### src/rtl/sap1_pkg.sv
// Shared constants for the SAP-1 controller: opcodes, one-hot T-states and
// control-word bit positions. Optional build macro: SAP1_EARLY_WRAP_EN.
package sap1_pkg;

    localparam logic [3:0] OP_LDA = 4'b0000;
    localparam logic [3:0] OP_ADD = 4'b0001;
    localparam logic [3:0] OP_SUB = 4'b0010;
    localparam logic [3:0] OP_OUT = 4'b1110;
    localparam logic [3:0] OP_HLT = 4'b1111;

    localparam logic [5:0] T1 = 6'b000001;
    localparam logic [5:0] T2 = 6'b000010;
    localparam logic [5:0] T3 = 6'b000100;
    localparam logic [5:0] T4 = 6'b001000;
    localparam logic [5:0] T5 = 6'b010000;
    localparam logic [5:0] T6 = 6'b100000;

    localparam int CW_W = 12;

    typedef enum logic [3:0] {
        CW_CP = 4'd0,
        CW_EP = 4'd1,
        CW_LM = 4'd2,
        CW_CE = 4'd3,
        CW_LI = 4'd4,
        CW_EI = 4'd5,
        CW_LA = 4'd6,
        CW_EA = 4'd7,
        CW_SU = 4'd8,
        CW_EU = 4'd9,
        CW_LB = 4'd10,
        CW_LO = 4'd11
    } cw_idx_e;

    function automatic logic [CW_W-1:0] cw_bit(input cw_idx_e idx);
        logic [CW_W-1:0] one;
        one = {{(CW_W-1){1'b0}}, 1'b1};
        return one << idx;
    endfunction

endpackage

### src/rtl/sap1_ring_counter.sv
// Six-state one-hot T-state ring with forced wrap to T1, a sticky halt state
// (all zeros) and asynchronous clear back to T1.
module sap1_ring_counter
    import sap1_pkg::*;
(
    input  logic       clock,
    input  logic       clear,
    input  logic       wrap,
    input  logic       halt,
    output logic [5:0] t_state,
    output logic       halted
);

    logic [5:0] ring_reg;
    logic       halted_reg;
    logic [5:0] ring_rot;

    genvar gi;
    generate
        for (gi = 0; gi < 6; gi++) begin : g_rot
            assign ring_rot[gi] = ring_reg[(gi + 5) % 6];
        end
    endgenerate

    // Once halted the ring stays zero until clear; halt wins over wrap.
    always_ff @(posedge clock or posedge clear) begin
        if (clear) begin
            ring_reg   <= T1;
            halted_reg <= 1'b0;
        end else if (halted_reg || halt) begin
            ring_reg   <= '0;
            halted_reg <= 1'b1;
        end else if (wrap) begin
            ring_reg   <= T1;
        end else begin
            ring_reg   <= ring_rot;
        end
    end

    assign t_state = ring_reg;
    assign halted  = halted_reg;

endmodule

### src/rtl/sap1_controller.sv
// SAP-1 controller-sequencer: decodes T-state and opcode into the control word.
// Build macro SAP1_EARLY_WRAP_EN shortens LDA/OUT/NOP by wrapping the ring early.
module sap1_controller
    import sap1_pkg::*;
(
    input  logic       clock,
    input  logic       clear,
    input  logic [3:0] opcode,
    output logic       cp,
    output logic       ep,
    output logic       lm,
    output logic       ce,
    output logic       li,
    output logic       ei,
    output logic       la,
    output logic       ea,
    output logic       su,
    output logic       eu,
    output logic       lb,
    output logic       lo,
    output logic [5:0] t_state,
    output logic       halted
);

    logic [CW_W-1:0] cw;
    logic            wrap;
    logic            halt_req;

    sap1_ring_counter u_ring (
        .clock   (clock),
        .clear   (clear),
        .wrap    (wrap),
        .halt    (halt_req),
        .t_state (t_state),
        .halted  (halted)
    );

    assign halt_req = (t_state == T4) && (opcode == OP_HLT);

    always_comb begin
        cw = '0;
        case (t_state)
            T1: cw = cw_bit(CW_EP) | cw_bit(CW_LM);
            T2: cw = cw_bit(CW_CP);
            T3: cw = cw_bit(CW_CE) | cw_bit(CW_LI);
            T4: begin
                case (opcode)
                    OP_LDA, OP_ADD, OP_SUB: cw = cw_bit(CW_EI) | cw_bit(CW_LM);
                    OP_OUT:                 cw = cw_bit(CW_EA) | cw_bit(CW_LO);
                    default:                cw = '0;
                endcase
            end
            T5: begin
                case (opcode)
                    OP_LDA:         cw = cw_bit(CW_CE) | cw_bit(CW_LA);
                    OP_ADD, OP_SUB: cw = cw_bit(CW_CE) | cw_bit(CW_LB);
                    default:        cw = '0;
                endcase
            end
            T6: begin
                case (opcode)
                    OP_ADD:  cw = cw_bit(CW_EU) | cw_bit(CW_LA);
                    OP_SUB:  cw = cw_bit(CW_EU) | cw_bit(CW_LA) | cw_bit(CW_SU);
                    default: cw = '0;
                endcase
            end
            default: cw = '0;
        endcase
        // Clear forces a quiet bus even though the ring already shows T1.
        if (clear) begin
            cw = '0;
        end
    end

`ifdef SAP1_EARLY_WRAP_EN
    always_comb begin
        wrap = 1'b0;
        case (t_state)
            T4: wrap = (opcode != OP_LDA) && (opcode != OP_ADD) &&
                       (opcode != OP_SUB) && (opcode != OP_HLT);
            T5: wrap = (opcode == OP_LDA);
            default: wrap = 1'b0;
        endcase
    end
`else
    assign wrap = 1'b0;
`endif

    assign cp = cw[CW_CP];
    assign ep = cw[CW_EP];
    assign lm = cw[CW_LM];
    assign ce = cw[CW_CE];
    assign li = cw[CW_LI];
    assign ei = cw[CW_EI];
    assign la = cw[CW_LA];
    assign ea = cw[CW_EA];
    assign su = cw[CW_SU];
    assign eu = cw[CW_EU];
    assign lb = cw[CW_LB];
    assign lo = cw[CW_LO];

endmodule
### config.mk
export PLATFORM = sky130hd
export DESIGN_NAME = sap1_controller
export DESIGN_NICKNAME = d
export VERILOG_FILES = /design/src/rtl/sap1_pkg.sv /design/src/rtl/sap1_ring_counter.sv /design/src/rtl/sap1_controller.sv
export SDC_FILE = /design/constraint.sdc
export NUM_CORES = 1
export LEC_CHECK = 0
export ABC_CLOCK_PERIOD_IN_PS = 2600
export BUFFER_PORTS_ARGS = -buffer_cell sky130_fd_sc_hd__buf_2
export CAP_MARGIN = 30
export CORE_AREA = 2 2 39 41
export CTS_CLUSTER_SIZE = 25
export DETAILED_ROUTE_END_ITERATION = 12
export DIE_AREA = 0 0 41 43
export GPL_TIMING_DRIVEN = 0
export PLACE_DENSITY = 0.75
export SKIP_LAST_GASP = 1
export SLEW_MARGIN = 20
export SYNTH_ARGS = -nofsm -noshare
export SYNTH_HDL_FRONTEND = slang
export SYNTH_SLANG_ARGS = --single-unit
### constraint.sdc
create_clock -name clock -period 2.6 [get_ports clock]
set_input_delay 0.13 -clock clock [delete_from_list [all_inputs] [get_ports clock]]
set_output_delay 0.13 -clock clock [all_outputs]
set_load 0.01 [all_outputs]
== Word-level counts from Yosys, hierarchy flattened ==
Cells that the tools add are included.

* Output and inout bits: 19
* Bits in registers: 7
* Input port bits: 6

* Muxes and demuxes: 6
* Reduce and logical (&&, ||, !) cells: 5
* Equal/unequal tests: 10

{| class="wikitable"
|+ Operator list
! kind !! count
|-
| one-hot mux 12 bit (6 select lines) || 1
|-
| one-hot mux 12 bit (2 select lines) || 1
|-
| one-hot mux 11 bit (2 select lines) || 1
|-
| one-hot mux 10 bit (2 select lines) || 1
|-
| two-way mux 12 bit || 1
|-
| equality test 4 bit, second input constant || 2
|-
| equality test 6 x 1 -> 1 bit, second input constant || 1
|-
| equality test 6 x 2 -> 1 bit, second input constant || 1
|-
| equality test 6 x 3 -> 1 bit, second input constant || 1
|-
| equality test 6 x 4 -> 1 bit, second input constant || 1
|-
| equality test 6 x 5 -> 1 bit, second input constant || 1
|-
| equality test 6 bit, second input constant || 1
|-
| two-way mux 6 bit || 1
|-
| equality test 4 x 1 -> 1 bit, second input constant || 1
|-
| equality test 4 x 2 -> 1 bit, second input constant || 1
|-
| zero test 4 bit || 1
|-
| OR reduction 3 bit || 1
|-
| OR reduction 2 bit || 1
|-
| logical AND 1 bit || 1
|-
| logical OR 1 bit || 1
|}

== Longest topological paths before layout ==
Gate-level depths: netlist of run 1.

* Depth in word-level cells: 5
* Gate-level depth with buffers: 4
* Depth with buffers taken out: 3

== Cells and area by module ==
Synthesis of run 1 repeated with hierarchy kept, for this count alone.

* Cell total of the unflattened synthesis: 56
* Area, all modules: 498.0 µm²

{| class="wikitable"
|+ By module, submodules not included
! module !! seq. area each (µm²) !! area each (µm²) !! cells each !! instances
|-
| sap1_controller || 0.0 || 262.8 || 39 || 1
|-
| sap1_ring_counter || 176.4 || 235.2 || 17 || 1
|}

== Worst setup path before layout of run 1 ==
OpenSTA, ideal clock, no wires.

* Path type: register -> output
* Start: register u_ring.ring_reg[5] (netlist: u_ring.t_state[5])
* End: output lo
* Stages on the path, launching flop included: 5
* Required time: 2.470 ns
* Path buffers: 1
* Setup slack: 1.034 ns
* Arrival time: 1.436 ns
* Cells stage by stage: dfrtp_1 nor4_2 nand2_1 nor3_1 buf_4

* Word-level cells in the longest chain between the ends: 3
* Elaborated cells between the ends (all ways): 8
* Classes of those cells: 6 x eq/ne; 2 x mux

{| class="wikitable"
|+ RTL lines
! item !! RTL line !! source
|-
| start, declared || sap1_ring_counter.sv:14 || <nowiki>logic [5:0] ring_reg;</nowiki>
|-
| start signal, assigned || sap1_ring_counter.sv:36 || <nowiki>ring_reg <= ring_rot;</nowiki>
|-
| equality test 6 bit, or another cell as far along || sap1_controller.sv:42 || <nowiki>case (t_state)</nowiki>
|-
| one-hot mux 12 bit (6 select lines) * || sap1_controller.sv:42 ||
|-
| two-way mux 12 bit * || sap1_controller.sv:70 || <nowiki>if (clear) begin</nowiki>
|-
| end, declared || sap1_controller.sv:20 || <nowiki>output logic lo,</nowiki>
|}

Every way passes the cells marked *; elsewhere a longest branch is shown, timed or not.

== Worst setup path in the final report of run 1 ==
Ends and elaborated chain as after synthesis.

==> results of run 1 <==
-- Yosys cell counts, drive strengths merged --
library cell	count
nor2	7
dfrtp	6
inv	4
nand2	4
nor2b	4
nor3	4
nand2b	3
nand3	2
nor4	2
a211oi	1
a31o	1
a31oi	1
and2	1
and4	1
and4b	1
buf	1
dfstp	1
nor3b	1
nor4b	1
o21bai	1
o31ai	1
xor2	1
-- final cells by class --
cell class / count / area, um^2 / share of cell area, %
clock buffer: 4 / 26.3 / 4.23
inverter: 4 / 15.0 / 2.41
tap: 16 / 20.0 / 3.22
sequential: 7 / 176 / 28.4
buffer: 1 / 7.51 / 1.21
timing repair buffer: 25 / 130 / 20.9
multi-input combinational: 37 / 246 / 39.6
-- cell families after synthesis --
kind of cell / Yosys count / share of synthesized area, %
buffers and inverters: 5 / 5.06
xor gates and xnor gates: 1 / 1.97
and+or+nand+nor: 31 / 43.8
DFF: 7 / 39.6
AOI/OAI and AO/OA: 5 / 9.55
-- metal layers --
metal  share of wire [%]  track usage, %  vias up
li1                    -               -      229
met1                  44            19.6      223
met2                  51            22.8       20
met3                 5.6            1.57        0
met4                   0            10.0        0
met5                   0               0        -
-- final timing paths --
check                                                  from                           to  slack (ns)
worst max-delay path            u_ring.t_state[5]$_DFF_PP0_                           lo        0.76
worst min-delay path                              opcode[0]    u_ring.halted$_DFFE_PP0P_        0.38
worst max register to register  u_ring.t_state[5]$_DFF_PP0_  u_ring.t_state[4]$_DFF_PP0_        1.35
worst min register to register    u_ring.halted$_DFFE_PP0P_  u_ring.t_state[0]$_DFF_PP1_        0.54
max in group asynchronous                             clear  u_ring.t_state[0]$_DFF_PP1_        1.94
min in group asynchronous                             clear  u_ring.t_state[3]$_DFF_PP0_        0.40
-- worst max-delay path: stages (launching register included) --
cell     delay (ns)
dfrtp_1        0.47
nor4_2         0.40
nand2_1        0.10
nor3_1         0.23
buf_4          0.14
buf_2          0.11
-- power by group through the flow --
stage / clock, mW / combinational [mW] / sequential (mW)
6_report: 0.0961 / 0.0220 / 0.114
5_1_grt: 0.110 / 0.0244 / 0.114
4_1_cts: 0.104 / 0.0224 / 0.114
3_5_place_dp: 0 / 0.0209 / 0.116
3_3_place_gp: 0 / 0.0206 / 0.115
2_1_floorplan: 0 / 0.0101 / 0.116
-- timing repair --
action	in CTS	in global routing
endpoints found under the hold margin	6	0
endpoints found under the setup margin	0	0
hold buffers	1	0
==> metrics, run 1 <==
Final Critical Period around 1.8 ns; setup TNS 0 ns; final wirelength 1130 um; cts bufs inserted 3; initial core utilization between 30% and 40%; total grt overflow 0; final hold slack 0.384 ns; H-tree levels 1; Clock power frac 41.4%; post-CTS resize count 0; Synth Register Bits 7; fmax 544 MHz; Max Cap Violations 0; Final HPWL DP 869 um; most frequent cells in the layout buf_2 (24), nor2_1 (7), dfrtp_1 (6); TritonCTS clock tree yes; CTS Sinks 7; Cell Area, Placed 586 um^2; R2R depth 3; Inserted Diodes 0; Fin. Hold Viols 0; Synth-to-Final Area Change 39.6%; CTS Buffer Depth 2; initial antenna violation count 0; DR iter-0 viols 3; pwr/cell area 373 nW/um^2; FP Rows 14; Yosys cell types 24; Worst Path Arrival around 1.7 ns; fin worst setup slack 0.761 ns; Inst Count DP between 80 and 90; root buf cell clkbuf_4; worst min-delay path class primary input to flop; die area 1760 um^2; Die Y 43 um; Critical Path Source Type flop; RePlAce Congestion 0.767; # DRC 0; Vias ~470; # fillers 151; combinational fraction of design power 9.5%; syn nets 55; share of Yosys cell area claimed by the top area cell type 33.7%; Largest register FFs 6; routed wire length per instance 12.0 um; Required @ worst endpoint 2.47 ns; Psw 0.0539 mW; Design Area, Final 622 um^2; setup bufs post-CTS 0; Worst Hold Depth 3; Slew Limit Fails 0; Slew @ Worst Pin ~0.32 ns; vias in the first global route around 440; synthesized cell area 445 um^2; CP Capture Type output pin; core area 1380 um^2; Worst Skew 0.00117 ns; maximum vdd drop 0.225 mV; Yosys top cell by area dfrtp_1; Reg power frac 49.1%; Slew HR 78.3%; Critical Path Fanout Max 8; Finished Layout Cells 94; antenna-violating nets left 0; vias per cell 5.02; overall routing resource usage 15.2%; cell internal pwr 0.178 mW; Area contributors post-synth dfrtp_1 (34%), dfstp_2 (5.9%), nor2_1 (5.9%), nor2b_1 (5.6%), nor4_4 (4.8%); First-pass DRT Iterations 4; Final #Nets between 80 and 90; Port Buf Inserts 24; WS Path Type flop to output pin; crit share post-route 70.7%; syn_area_per_cell 9.09 um^2; synthesized netlist cell count between 40 and 50; largest net degree at the start of global routing 9; sequential area share after synthesis 39.6%; Final Core Density 44.9%; Skew-Pair Late Insertion Delay 0.25 ns; first-pass GRT wire length ~1800 um; Reg clk slew, reported paths 0.05 ns; Overall Power 0.232 mW; IO Count 25; switching share of total power about 23%; RSZ-0062 raised after global routing no; fraction of layout cells with a size suffix above 1 42.3%; Yosys warnings 0; # setup viols final 0; Place WS approximately 1.0 ns; status completed; Die Wd 41 um; commonest non-fill, non-tap cell in the layout buf_2; leakage roughly 0.34 nW
Power figures use the tool's default switching activity.
==> inputs of run 2 (changes only) <==
- ABC_AREA: unset -> 1
- ABC_CLOCK_PERIOD_IN_PS: 2600 -> 1700
- PLACE_DENSITY: 0.75 -> 0.79
- clock period: 2.6 -> 1.7 ns (I/O delays scaled with it)
==> run 2 against run 1 <==
Effect of this change: clock skew up 0.0020 ns; final cell count up 27%; synthesized area up 9.3%; critical path depth up 2; worst setup slack worse by 0.60 ns; largest power group unchanged; highest routed layer unchanged.
==> metrics, run 2 <==
Largest register FFs 6; root buf cell clkbuf_4; routed wire length per instance 9.82 um; Synth Register Bits 7; Worst R2R End u_ring.t_state[4]$_DFF_PP0_; RSZ-0062 raised after global routing no; Die Y 43 um; Final Core Density 49.0%; maximum vdd drop 0.315 mV; Yosys cell types 17; Fin. Hold Viols 0; critical path's slowest cell dlygate4sd3_1; combinational fraction of design power 8.7%; share of Yosys cell area claimed by the top area cell type roughly 31%; Yosys top cell by area dfrtp_1; crit share post-route 90.7%; final wirelength between 1000 and 1500 um; FP Rows 14; pwr/cell area 509 nW/um^2; final hold slack roughly 0.34 ns; antenna-violating nets left 0; Critical Path Start clear; worst stage delay on the critical path about 0.53 ns; Clock power frac 43.0%; Slew HR 80.1%; first-pass GRT wire length 1930 um; prevailing post-synth register cell dfrtp_1; crit-path cells dlygate4sd3_1, buf_2, inv_1, nand3_1, nor3_2, buf_4, buf_2; setup TNS 0 ns; synthesized cell area 487 um^2; Worst Skew between 0.003 and 0.004 ns; vias per cell 4.66; Yosys warnings 0; First-pass DRT Iterations 4; Skew-Pair Late Insertion Delay between 0.2 and 0.3 ns; most frequent cells in the layout buf_2 (24), nor2_1 (18), inv_1 (14); reg2reg start u_ring.t_state[0]$_DFF_PP1_; CP Capture Type output pin; cts bufs inserted 3; CTS Sinks 7; CTS Buffer Depth 2; IO Count 25; # fillers between 150 and 200; Slew @ Worst Pin roughly 0.30 ns; Final Critical Period 1.54 ns; Psw 0.0775 mW; Reg clk slew, reported paths around 0.050 ns; Area contributors post-synth dfrtp_1 (31%), nor2_1 (14%), inv_1 (11%), nand2_1 (7.7%), nand3_1 (7.2%); Required @ worst endpoint 1.62 ns; commonest non-fill, non-tap cell in the layout buf_2; initial antenna violation count 0; Synth-to-Final Area Change 39.3%; die area 1760 um^2; R2R depth 6; RePlAce Congestion 0.736; # DRC 0; Slew Limit Fails 0; vias in the first global route 477; cell mode on critical path buf_2; Critical Path Source Type primary input; switching share of total power 22.4%; most instantiated library cell after synthesis nor2_1; leakage 0.388 nW; largest net degree at the start of global routing 7; core area ~1400 um^2; r2r setup slk 0.60 ns; sequential area share after synthesis 36.2%; storage element area 176 um^2; Max Cap Violations 0; WS Path Type primary input to output pin; fraction of registers with async set/reset 100%; Vias 554; DR iter-0 viols 15; cell internal pwr 0.268 mW; H-tree levels 1; total grt overflow 0; synthesized netlist cell count 73; Inserted Diodes 0; status completed; EDFF count, synth 0; Critical Path Fanout Max 6; Reg power frac between 40 and 50%; multi-input logic area 255 um^2; worst min-delay path class primary input to flop; Die Wd roughly 41 um; fraction of layout cells with a size suffix above 1 38.8%; initial core utilization 35.2%; TritonCTS clock tree yes; CP endpoint lo; Finished Layout Cells ~120; Final #Nets 110; syn nets 79; # setup viols final 0; Worst Path Arrival between 1 and 1.5 ns; Inst Count DP 113; top post-synthesis cells by count nor2_1 (18), inv_1 (14), nand2_1 (10); fmax roughly 650 MHz; Final HPWL DP 939 um; Port Buf Inserts 24; syn_area_per_cell 6.67 um^2; overall routing resource usage 16.5%
==> run 2: kinds of logic (layout without fill, tap and decap cells) <==
logic type / after synthesis / after routing / synth area share, %
AND/OR/NAND/NOR: 50 / 50 / 50.4
AO/OA/AOI/OAI: 1 / 1 / 1.03
buffers and inverters: 15 / 45 / 12.3
flip-flops: 7 / 7 / 36.2
==> run 2: through the flow <==
stage	setup WS, ns	instance area [um^2]	power (mW)
floorplan	0.342	487	0.183
global placement	0.403	627	0.194
detailed placement	0.379	627	0.195
finish	0.159	678	0.345
CTS	0.0898	673	0.356
global route	0.0152	678	0.366
==> run 2: critical path, delay by kind of cell <==
family	cells	cell delay (ns)
buffers and inverters	5	1.08
and+or+nand+nor	2	0.30
==> run 2: layer usage <==
layer	vias up	global-route usage [%]	part of all wire, %
met4	0	10.0	0
li1	286	-	-
met5	-	0	0
met2	14	26.6	55
met1	254	18.7	41
met3	0	3.14	4.2
==> run 2: what timing repair did <==
action                                  in CTS  in global routing
endpoints found under the setup margin       0                  1
setup buffers                                0                  0
hold buffers                                 2                  0
resized for setup                            0                  1
endpoints found under the hold margin        6                  0
==> run 2: how the worst min path moves through the flow <==
stage | start | slack (ns) | cells past startpoint | end
2_1_floorplan | clear | -0.08 | 1 | u_ring.halted$_DFFE_PP0P_
3_3_place_gp | clear | 0.11 | 2 | u_ring.t_state[1]$_DFF_PP0_
3_5_place_dp | clear | 0.11 | 2 | u_ring.t_state[5]$_DFF_PP0_
4_1_cts | opcode[3] | 0.30 | 5 | u_ring.halted$_DFFE_PP0P_
5_1_grt | opcode[3] | 0.38 | 5 | u_ring.halted$_DFFE_PP0P_
6_report | opcode[3] | 0.34 | 5 | u_ring.halted$_DFFE_PP0P_
==> run 2: power by group through the flow <==
| stage | logic [mW] | clock network, mW | registers (mW) |
|---|---|---|---|
| global route | 0.0345 | 0.165 | 0.167 |
| finish | 0.0300 | 0.148 | 0.167 |
| detailed placement | 0.0258 | 0 | 0.170 |
| CTS | 0.0299 | 0.159 | 0.167 |
| floorplan | 0.0131 | 0 | 0.170 |
| global placement | 0.0247 | 0 | 0.170 |
==> run 2: cell type report <==
cell class / instances / share of cell area (%)
Buffer: 1 / 1.11
Clock buffer: 4 / 3.87
Inverter: 14 / 7.75
Multi-Input combinational cell: 51 / 37.6
Sequential cell: 7 / 26.0
Tap cell: 16 / 2.95
Timing Repair Buffer: 26 / 20.7
==> inputs of run 3 (changes only) <==
- PLACE_DENSITY: 0.79 -> 0.84
- SYNTH_HIERARCHICAL: unset -> 1
==> run 3 against run 2 <==
Effect of this change: via count up 15%; die area unchanged; final area up 20%; largest power group unchanged; highest routed layer unchanged; critical path depth grew 1.
==> metrics, run 3 <==
Reg power frac about half; switching share of total power 22.0%; synthesized cell area 559 um^2; setup TNS 0 ns; syn_area_per_cell 6.50 um^2; total grt overflow 0; EDFF count, synth 0; CP Capture Type output pin; crit share post-route ~92%; status completed; most instantiated library cell after synthesis nor2_1; Skew-Pair Late Insertion Delay 0.25 ns; FP Rows 14; fin worst setup slack roughly 0.13 ns; core area between 1000 and 1500 um^2; Place WS 0.274 ns; WS Path Type flop to output pin; maximum vdd drop 0.303 mV; critical path's slowest cell dfrtp_2; Synth-to-Final Area Change 45.0%; Clock power frac 42.5%; r2r setup slk 0.34 ns; DR iter-0 viols 17; H-tree levels 1; combinational fraction of design power 8.5%; Die Y around 43 um; synthesized netlist cell count 86; Yosys top cell by area dfrtp_1; Critical Path Fanout Max 5; pwr/cell area 421 nW/um^2; initial antenna violation count 0; top cell family by delay on the critical path simple AND/OR/NAND/NOR gates; Yosys warnings 6; Final HPWL DP 1010 um; most frequent cells in the layout buf_2 (23), nor2_1 (21), nand2_1 (19); Cell Area, Placed approximately 700 um^2; # setup viols final 0; overall routing resource usage 16.1%; initial core utilization 40.4%; leakage about 0.43 nW; root buf cell clkbuf_4; CTS Buffer Depth 2; Max Cap Violations 0; Required @ worst endpoint between 1.5 and 2 ns; routed wire length per instance 10.1 um; commonest non-fill, non-tap cell in the layout buf_2; die area 1760 um^2; cell internal pwr between 0.2 and 0.3 mW; CTS Sinks 7; Fin. Hold Viols 0; share of Yosys cell area claimed by the top area cell type between 20% and 30%; fraction of registers with async set/reset 100%; fmax 638 MHz; final wirelength 1400 um; antenna-violating nets left 0; worst min-delay path class primary input to flop; RePlAce Congestion 0.756; Worst Skew between 0.002 and 0.0025 ns; Vias 639; Buf+Inv Stages, Crit Path 2; Design Area, Final between 800 and 900 um^2; top post-synthesis cells by count nor2_1 (24), nand2_1 (19), inv_1 (8); Inserted Diodes 0; Largest register FFs 6; Worst Path Arrival 1.48 ns; Die Wd 41 um; fraction of layout cells with a size suffix above 1 50.8%; Final #Nets 129; vias per cell 4.63; TritonCTS clock tree yes; Port Buf Inserts 24; largest net degree at the start of global routing 8; Psw approximately 0.075 mW; cts bufs inserted 3; sequential area share after synthesis 31.5%; first-pass GRT wire length ~1900 um; Area contributors post-synth dfrtp_1 (27%), nor2_1 (16%), nand2_1 (13%), inv_1 (5.4%), dfstp_2 (4.7%); First-pass DRT Iterations 4; Final Core Density 58.6%; Synth Register Bits 7; Final Critical Period 1.57 ns; Critical Path Source Type flop; # DRC 0; prevailing post-synth register cell dfrtp_1; Reg clk slew, reported paths 0.05 ns; crit-path cells inv_1, nand2_1, nor2_4, o21ai_1, nand3_2, nand2_2, nor2_2, buf_2; IO Count 25; vias in the first global route 507; Overall Power 0.341 mW; worst stage delay on the critical path 0.43 ns; Slew Limit Fails 0; Yosys cell types 20
-- run 3: kinds of logic after synthesis --
logic type             Yosys count  synth area share [%]
AO/OA/AOI/OAI                    7                  7.83
buffers and inverters           15                  10.7
flip-flops                       7                  31.5
AND/OR/NAND/NOR                 56                  49.2
other                            1                 0.670
-- run 3: timing repair --
item / in CTS / in global routing
pin swaps: 1 / 7
hold buffers: 1 / 0
buffers inserted: 0 / 7
gates resized for setup: 0 / 11
endpoints found under the setup margin: 1 / 2
hold endpoints to repair: 6 / 0
-- run 3: final cells by class --
class / count / area [um^2]
clock buffers: 4 / 26.3
fillers: 137 / 573
multi-input cells: 65 / 338
flip-flops and latches: 7 / 180
repair buffers: 32 / 189
inverters: 14 / 57.6
well taps: 16 / 20.0
-- run 3: stage by stage --
step / hold slack, ns / instances
after global routing: 0.285 / 138
after floorplan: -0.112 / 87
after CTS: 0.267 / 132
after detailed placement: 0.0708 / 127
after global placement: 0.0666 / 127
final: 0.275 / 138
-- run 3: layer usage --
layer | part of all wire, % | GRT usage (%) | vias up | routed length (um)
met5 | 0 | 0 | - | 0
met4 | 0 | 10.7 | 0 | 0
met3 | 5.9 | 4.19 | 0 | 82
met2 | 56 | 27.2 | 21 | 778
met1 | 38 | 16.0 | 290 | 537
li1 | - | - | 328 | -
-- run 3: worst paths after layout --
check | endpoint | cells after the start | startpoint
min in group asynchronous | u_ring/t_state[1]$_DFF_PP0_ | 3 | clear
max in group asynchronous | u_ring/t_state[0]$_DFF_PP1_ | 3 | clear
max | ea | 8 | u_ring/t_state[2]$_DFF_PP0_
min | u_ring/halted$_DFFE_PP0P_ | 5 | opcode[0]
min reg2reg | u_ring/t_state[0]$_DFF_PP1_ | 3 | u_ring/halted$_DFFE_PP0P_
max reg2reg | u_ring/t_state[1]$_DFF_PP0_ | 8 | u_ring/t_state[5]$_DFF_PP0_
-- run 3: power by group through the flow --
stage                     Sequential, mW  Combinational [mW]  Clock, mW
after global routing               0.167              0.0330      0.166
after floorplan                    0.170              0.0143          0
after detailed placement           0.170              0.0269          0
after global placement             0.170              0.0263          0
final                              0.167              0.0291      0.145
after CTS                          0.167              0.0287      0.154
-- run 3: worst reg2reg max path, stage by stage (launching register included) --
cell     delay [ns]
dfrtp_2        0.44
inv_4          0.09
nand2_4        0.06
nor2_4         0.14
nand4_1        0.13
nor2_1         0.17
inv_2          0.06
nand2_4        0.09
nor2_1         0.05
